`src/rtl/s_mux_arbiter_pkg.sv`:
```
// s_mux_arbiter_pkg: shared select encodings, FSM states and mod-3 helper
// for the S mux arbiter and its round-robin picker.
package s_mux_arbiter_pkg;
    typedef enum logic {ST_IDLE = 1'b0, ST_OWN = 1'b1} state_e;
    localparam logic [1:0] SEL_D0 = 2'b00;
    localparam logic [1:0] SEL_D1 = 2'b01;
    localparam logic [1:0] SEL_D2 = 2'b10;
    // Next requester index modulo 3; never produces 2'b11.
    function automatic logic [1:0] inc3(input logic [1:0] x);
        return (x == SEL_D2) ? SEL_D0 : x + 2'd1;
    endfunction
endpackage

```
`src/rtl/rr_pick3.sv`:
```
// rr_pick3: combinational 3-way round-robin picker.
//  req    in  3  request vector
//  ptr    in  2  highest-priority index (0..2)
//  winner out 2  first requester at or after ptr (mod 3); SEL_D0 when none
//  any    out 1  at least one request present
module rr_pick3
    import s_mux_arbiter_pkg::*;
(
    input  logic [2:0] req,
    input  logic [1:0] ptr,
    output logic [1:0] winner,
    output logic       any
);
    logic [3:0] req_x;
    logic [1:0] p1, p2;
    // Pad to 4 bits so any 2-bit index stays in range.
    assign req_x = {1'b0, req};
    assign p1 = inc3(ptr);
    assign p2 = inc3(p1);
    assign any = |req;
    assign winner = req_x[ptr] ? ptr : req_x[p1] ? p1 : req_x[p2] ? p2 : SEL_D0;
endmodule

```
`src/rtl/s_mux_arbiter.sv`:
```
// s_mux_arbiter: round-robin sequencer for the 3-input S mux with a 1-entry
// valid/ready output register.
//  clk       in   1      rising-edge clock
//  reset_n   in   1      asynchronous active-low reset
//  req       in   3      per-requester data-present request
//  gnt       out  3      one-hot: word of requester i captured this cycle
//  S_Sel     out  2      S mux select (00=d0, 01=d1, 10=d2)
//  S_mux_out in   WIDTH  S mux output, captured on a grant
//  out_valid out  1      out_data holds a word
//  out_ready in   1      downstream accept
//  out_data  out  WIDTH  captured word
//  busy      out  1      an owner currently holds the S path
module s_mux_arbiter
    import s_mux_arbiter_pkg::*;
#(
    parameter int WIDTH     = 64,
    parameter int BURST_LEN = 4
) (
    input  logic             clk,
    input  logic             reset_n,
    input  logic [2:0]       req,
    output logic [2:0]       gnt,
    output logic [1:0]       S_Sel,
    input  logic [WIDTH-1:0] S_mux_out,
    output logic             out_valid,
    input  logic             out_ready,
    output logic [WIDTH-1:0] out_data,
    output logic             busy
);
    localparam int CW = $clog2(BURST_LEN + 1);

    state_e           state_q, state_d;
    logic [1:0]       sel_q, sel_d, ptr_q, ptr_d, win;
    logic [CW-1:0]    cnt_q, cnt_d;
    logic             valid_q, any, space, own_req, xfer, last;
    logic [WIDTH-1:0] data_q;
    logic [3:0]       req_x;

    rr_pick3 u_pick (.req(req), .ptr(ptr_q), .winner(win), .any(any));

    assign req_x   = {1'b0, req};
    assign own_req = req_x[sel_q];
    // Full throughput: a pop and a push may happen in the same cycle.
    assign space   = !valid_q || out_ready;
    assign xfer    = (state_q == ST_OWN) && own_req && space;
    assign last    = cnt_q == CW'(BURST_LEN - 1);

    always_comb begin
        state_d = state_q;
        sel_d   = sel_q;
        ptr_d   = ptr_q;
        cnt_d   = cnt_q;
        gnt     = '0;
        if (state_q == ST_IDLE) begin
            if (any) begin
                sel_d   = win;
                cnt_d   = '0;
                state_d = ST_OWN;
            end
        end else begin
            if (xfer) begin
                gnt   = 3'b001 << sel_q;
                cnt_d = cnt_q + CW'(1);
            end
            // Leave on burst exhaustion or when the owner withdraws.
            if ((xfer && last) || !own_req) begin
                state_d = ST_IDLE;
                ptr_d   = inc3(sel_q);
            end
        end
    end

    always_ff @(posedge clk or negedge reset_n) begin
        if (!reset_n) begin
            state_q <= ST_IDLE;
            sel_q   <= SEL_D0;
            ptr_q   <= SEL_D0;
            cnt_q   <= '0;
            valid_q <= 1'b0;
            data_q  <= '0;
        end else begin
            state_q <= state_d;
            sel_q   <= sel_d;
            ptr_q   <= ptr_d;
            cnt_q   <= cnt_d;
            if (xfer) begin
                valid_q <= 1'b1;
                data_q  <= S_mux_out;
            end else if (out_ready) begin
                valid_q <= 1'b0;
            end
        end
    end

    assign S_Sel     = sel_q;
    assign out_valid = valid_q;
    assign out_data  = data_q;
    assign busy      = state_q == ST_OWN;
endmodule

```
`config.mk`:
```
export PLATFORM = sky130hd
export DESIGN_NAME = s_mux_arbiter
export DESIGN_NICKNAME = d
export VERILOG_FILES = /design/src/rtl/s_mux_arbiter_pkg.sv /design/src/rtl/rr_pick3.sv /design/src/rtl/s_mux_arbiter.sv
export SDC_FILE = /design/constraint.sdc
export NUM_CORES = 1
export LEC_CHECK = 0
export CORE_ASPECT_RATIO = 2
export CORE_UTILIZATION = 41
export CTS_CLUSTER_SIZE = 12
export DETAILED_ROUTE_END_ITERATION = 8
export PLACE_DENSITY_LB_ADDON = 0.05
export SLEW_MARGIN = 10
export SYNTH_ARGS = -nofsm -noshare
export SYNTH_HDL_FRONTEND = slang
export SYNTH_SLANG_ARGS = --single-unit
```
`constraint.sdc`:
```
create_clock -name clk -period 2 [get_ports clk]
set_input_delay 0.4 -clock clk [delete_from_list [all_inputs] [get_ports clk]]
set_output_delay 0.4 -clock clk [all_outputs]
set_load 0.005 [all_outputs]
```
; ---- Word-level counts from Yosys, hierarchy flattened
; Index checks and enable logic that the tools add are counted.
[word_totals]
regBits = 73
input_bits = 70
word_cells = 58
[classes]
addsub = 4
n_lt_le_gt_ge = 4
eq_ne = 5
shift = 1
muxes = 24
bitwise = 1
reduce_logical = 13
[ops]
columns = operator, n
row1 = $mux 3, 5
row2 = $lt 2x3->1 const B, 4
row3 = $mux 2, 6
row4 = $mux 1, 9
row5 = $bmux 1 s2, 4
row6 = $add 2x1->2 const B, 3
row7 = $eq 2x2->1 const B, 3
row8 = $reduce_and 2->1, 3
row9 = $reduce_bool 2->1, 2
row10 = $add 3x1->3 const B, 1
row11 = $eq 3x2->1 const B, 1
row12 = $logic_and 1x1->1, 3
row13 = $reduce_or 3->1, 1
row14 = $shl 1x2->3 const A, 1
row15 = $logic_not 1->1, 2
row16 = $logic_or 1x1->1, 2
row17 = $ne 2x1->1 const B, 1
row18 = $not 1->1, 1

; ---- Logic depth before layout (Yosys ltp)
[depth]
depth_word = 9
depth_mapped = 6
mapped_depth_nobuf = 5

; ---- By module
; A second synthesis with hierarchy kept.
[unflattened]
cells_unflattened = 192
hier_area_um2 = 3001.6
[by_module_without_submodules]
columns = module, instances, cells_each, area_per_inst_um2, seq_area_each_um2
row1 = s_mux_arbiter, 1, 183, 2950.3, 1826.8
row2 = rr_pick3, 1, 9, 51.3, 0.0

; ---- Worst setup path before layout
; OpenSTA, ideal clock, no wires.
[synth_path]
kind = reg2reg
start = reg sel_q[0] (netlist: S_Sel[0])
end = reg data_q[0] (netlist: out_data[0])
setup_time_ns = 0.127
arrival_ns = 1.642
required_time_ns = 1.873
setup_slack_ns = 0.231
path_stages_with_launch = 7
n_path_buf = 3
period_less_slack_ns = 1.769
path_cell_list = dfrtp_1 clkbuf_1 nor2b_4 a211oi_4 buf_6 buf_6 mux2_1
[synth_between]
elab_chain_len = 4
[synth_rtl]
columns = element, line
row1 = from (decl), s_mux_arbiter.sv:33  ; logic [1:0] sel_q, sel_d, ptr_q, ptr_d, win;
row2 = from (signal assigned), s_mux_arbiter.sv:83  ; sel_q <= sel_d;
row3 = $bmux 1 s2, s_mux_arbiter.sv:42  ; assign own_req = req_x[sel_q];
row4 = $mux 1 (not written as such), s_mux_arbiter.sv:42
row5 = $logic_and 1x1->1 (2 in a row), s_mux_arbiter.sv:45  ; assign xfer = (state_q == ST_OWN) && own_req && space;
row6 = to (signal assigned), s_mux_arbiter.sv:88  ; data_q <= S_mux_out;
row7 = to (decl), s_mux_arbiter.sv:36  ; logic [WIDTH-1:0] data_q;
; Every way passes these cells. The select of a mux whose other input is x is not followed.
; A chain may end at the register's enable or synchronous reset.

; ---- Final worst setup path
[layout_path]
start = in out_ready
end = reg data_q[40] (netlist: out_data[40])
[layout_between]
elab_chain_len = 2
[layout_rtl]
columns = element, line
row1 = from (decl), s_mux_arbiter.sv:26  ; input logic out_ready,
row2 = $logic_or 1x1->1, s_mux_arbiter.sv:44  ; assign space = !valid_q || out_ready;
row3 = $logic_and 1x1->1, s_mux_arbiter.sv:45
; Every way passes these cells.

==> metrics.yaml <==
cts.sinks: 73
powerDensity_nw_per_um2: 1590
start_kind: "primary input"
clk_pin_slew_ps: 50
grt_antenna_before_repair: 0
irDropWorstVdd_mv: 0.998
layout_setup_ws_ps: 63.0
critPathRequiredTime_ps: 2210
status: "finished clean"
die_w_microns: 62.1
dr_total_vias: 2161
place_ws_ps: -278
fmax_ghz: 0.516
synth-warning-count: 0
utilization_pct: 69.9
p_sw_share_pct: 27.8
netlist_top_cells_area: "dfrtp_1 62%, mux2_2 14%, mux2_1 10%, buf_6 1.5%, nand2_1 1.4%"
syn_area_per_cell_sq_um: 14.8
drt_iter0_markers: 43
drive_above_1_share_pct: 20.7
worstSetupPathType: "primary input to flop"
overflow: 0
row_count: 43
clock_latency_ps: 330
synth-edff-count: 0
fin_crit_ps: 1940
ioPinCount: 141
gp_congestion: 0.773
fp.dieH_microns: 122
synthArstFlopShare_pct: 100
worst_pin_slew_ps: 383
ys_ff_latch: 73
grt_pass1_wl_microns: 10500
post-route-drc-count: 0
synth_top_area_share_pct: 61.8
cts_inserted_buffers: 9
yosysTopAreaCell: "dfrtp_1"
wl_per_cell_microns: 15.1
cts.htree.levels: 3
max_cap_violations: 0
hold_path.class: "primary input to asynchronous set/reset pin"
synth_nets: 272
clockBufferDepth: 2
antenna_cells: 0
start_util_pct: 42.6
slew_headroom_pct: 74.4
post_cts_buffers: 0
clkPwrFrac_pct: 20.0
r2r_setup_slack_ps: 70
via_per_inst: 4.77
finalSetupViolCount: 0
cp_max_fo: 35
rsz0062_at_grt: "yes"
track_usage_pct: 19.9
clock_skew_ps: 4.51
power_leakage_nw: 2.04
synthCells: 200
yosys_most_used_dff: "dfrtp_1"
period_share_pct: 96.8
power_w: 0.00772
power_frac_comb_pct: 45.7
first_pass_iters: 4
clockRootBuffer: "clkbuf_16"
hold_buffers: 0
ys_types: 27
dp_hpwl_microns: 5030
finalHoldViolCount: 0
arrival_ps: 2150
netSwitchingPower_w: 0.00214
die_area_sq_um: 7580
netlist_area_sq_um: 2960
ant_nets: 0
cts_tree: "built"
grt_max_degree: 74
port_buffers: 140
drv_slew: 0
final_nets: 430
seq_power_share_pct: 34.4
drt-total-wl_microns: 6820
intPower_w: 0.00557
num-fill-cells: 487
core_sq_um: 6940
endpoint_kind: "flop"
area_delta_synth_final_pct: 64.1
seq_area_frac_synth_pct: 61.8
grt_pass1_vias: 2292
==> per-stage QoR <==
| stage | cells | area [sq um] | setup TNS (ps) | hold slack (ps) |
|---|---|---|---|---|
| after global routing | 453 | 4850 | -83.9 | 127 |
| after floorplan | 200 | 2960 | 0 | 104 |
| final | 453 | 4850 | 0 | 86.9 |
| after CTS | 453 | 4850 | 0 | 105 |
| after global placement | 437 | 4560 | -14790 | 460 |
| after detailed placement | 437 | 4560 | -16190 | 461 |
==> final cells by class <==
cell class,count,area [sq um],area share [%]
clock inverters,2,10.0,0.206
repair buffers,156,1550,31.9
clock buffers,14,284,5.85
flip-flops and latches,73,1830,37.7
inverters,4,15.0,0.309
well taps,90,113,2.32
multi-input cells,114,1050,21.7
==> logic make-up (layout without fill, tap and decap cells) <==
| family | after synthesis | count (layout) | synth area share, % |
|---|---|---|---|
| flip-flops | 73 | 73 | 61.8 |
| AND/OR/NAND/NOR | 28 | 28 | 5.03 |
| adder cells (fa/ha/maj) | 2 | 2 | 0.846 |
| multiplexers | 68 | 68 | 25.7 |
| buffers and inverters | 13 | 176 | 2.79 |
| AO/OA/AOI/OAI | 16 | 16 | 3.85 |
==> layout by cell type (no fill, tap or decap) <==
| master | n |
|---|---|
| clkdlybuf4s50_1 | 136 |
| dfrtp_1 | 72 |
| mux2_2 | 37 |
| mux2_1 | 27 |
| buf_4 | 13 |
| nand2_1 | 11 |
| clkbuf_16 | 9 |
| nor2_1 | 5 |
| a21oi_1 | 5 |
| nand2b_1 | 4 |
| inv_1 | 4 |
| mux2i_1 | 4 |
| o21ai_0 | 4 |
| clkbuf_8 | 4 |
| buf_12 | 3 |
| nor2b_1 | 2 |
| a211oi_1 | 2 |
| ha_1 | 2 |
| clkinv_2 | 2 |
| clkdlybuf4s15_1 | 2 |
| dfrtp_2 | 1 |
| nand3b_1 | 1 |
| and2_1 | 1 |
| o31ai_1 | 1 |
| nor4_2 | 1 |
| nor2b_4 | 1 |
| a211oi_4 | 1 |
| o32a_1 | 1 |
| a21boi_0 | 1 |
| a311oi_1 | 1 |
| nor4b_1 | 1 |
| or3b_2 | 1 |
| clkbuf_1 | 1 |
| buf_2 | 1 |
| clkbuf_2 | 1 |
==> per-layer routing <==
metal | global-route usage (%) | up-vias | wire, microns
met3 | 5.52 | 13 | 419
li1 | - | 1020 | -
met5 | 0 | - | 0
met4 | 12.1 | 0 | 169
met1 | 20.0 | 1037 | 2510
met2 | 34.1 | 91 | 3730
==> power groups by stage <==
stage | Clock [W] | Sequential, W | Combinational, W
3_3_place_gp | 0 | 0.00264 | 0.00354
2_1_floorplan | 0 | 0.00267 | 0.00154
5_1_grt | 0.00164 | 0.00276 | 0.00383
4_1_cts | 0.00158 | 0.00266 | 0.00357
6_report | 0.00154 | 0.00265 | 0.00352
3_5_place_dp | 0 | 0.00267 | 0.00357
==> path summary, 6_finish.rpt <==
path	endpoint	cells past startpoint	from
max	out_data[40]	7	out_ready
min	out_data[50]	2	reset_n
max reg2reg	out_data[40]	5	S_Sel[1]
min reg2reg	out_data[44]	1	out_data[44]
max in group asynchronous	S_Sel[0]	2	reset_n
min in group clk	out_data[44]	1	out_data[44]
==> Yosys cell counts, types with 2 or more instances <==
library cell	number
ha_1	2
mux2i_1	4
dfrtp_1	73
inv_1	4
mux2_1	27
clkbuf_1	2
buf_6	4
nor2b_1	2
nand2_1	11
nand2b_1	4
o21ai_0	4
a211oi_1	2
nor2_1	5
a21oi_1	5
mux2_2	37
buf_2	3
==> flip-flops by register name (all words and copies together), names as in the netlist <==
name and flops:
S_Sel 2, out_valid 1, cnt_q 3, busy 1
ptr_q 2, out_data 64
==> timing repair <==
| action | 4_1_cts | 5_1_grt |
|---|---|---|
| pin swaps | 0 | 0 |
| setup endpoints to repair | 3 | 3 |
| resized for setup | 4 | 5 |
| endpoints found under the hold margin | 0 | 0 |
==> critical path, stage by stage <==
cell,delay [ps]
clkdlybuf4s50_1,450
nand2b_1,120
nand2_1,80
buf_4,150
a211oi_4,300
buf_12,260
mux2_1,350
No activity file was read; power rests on OpenSTA's default activity.
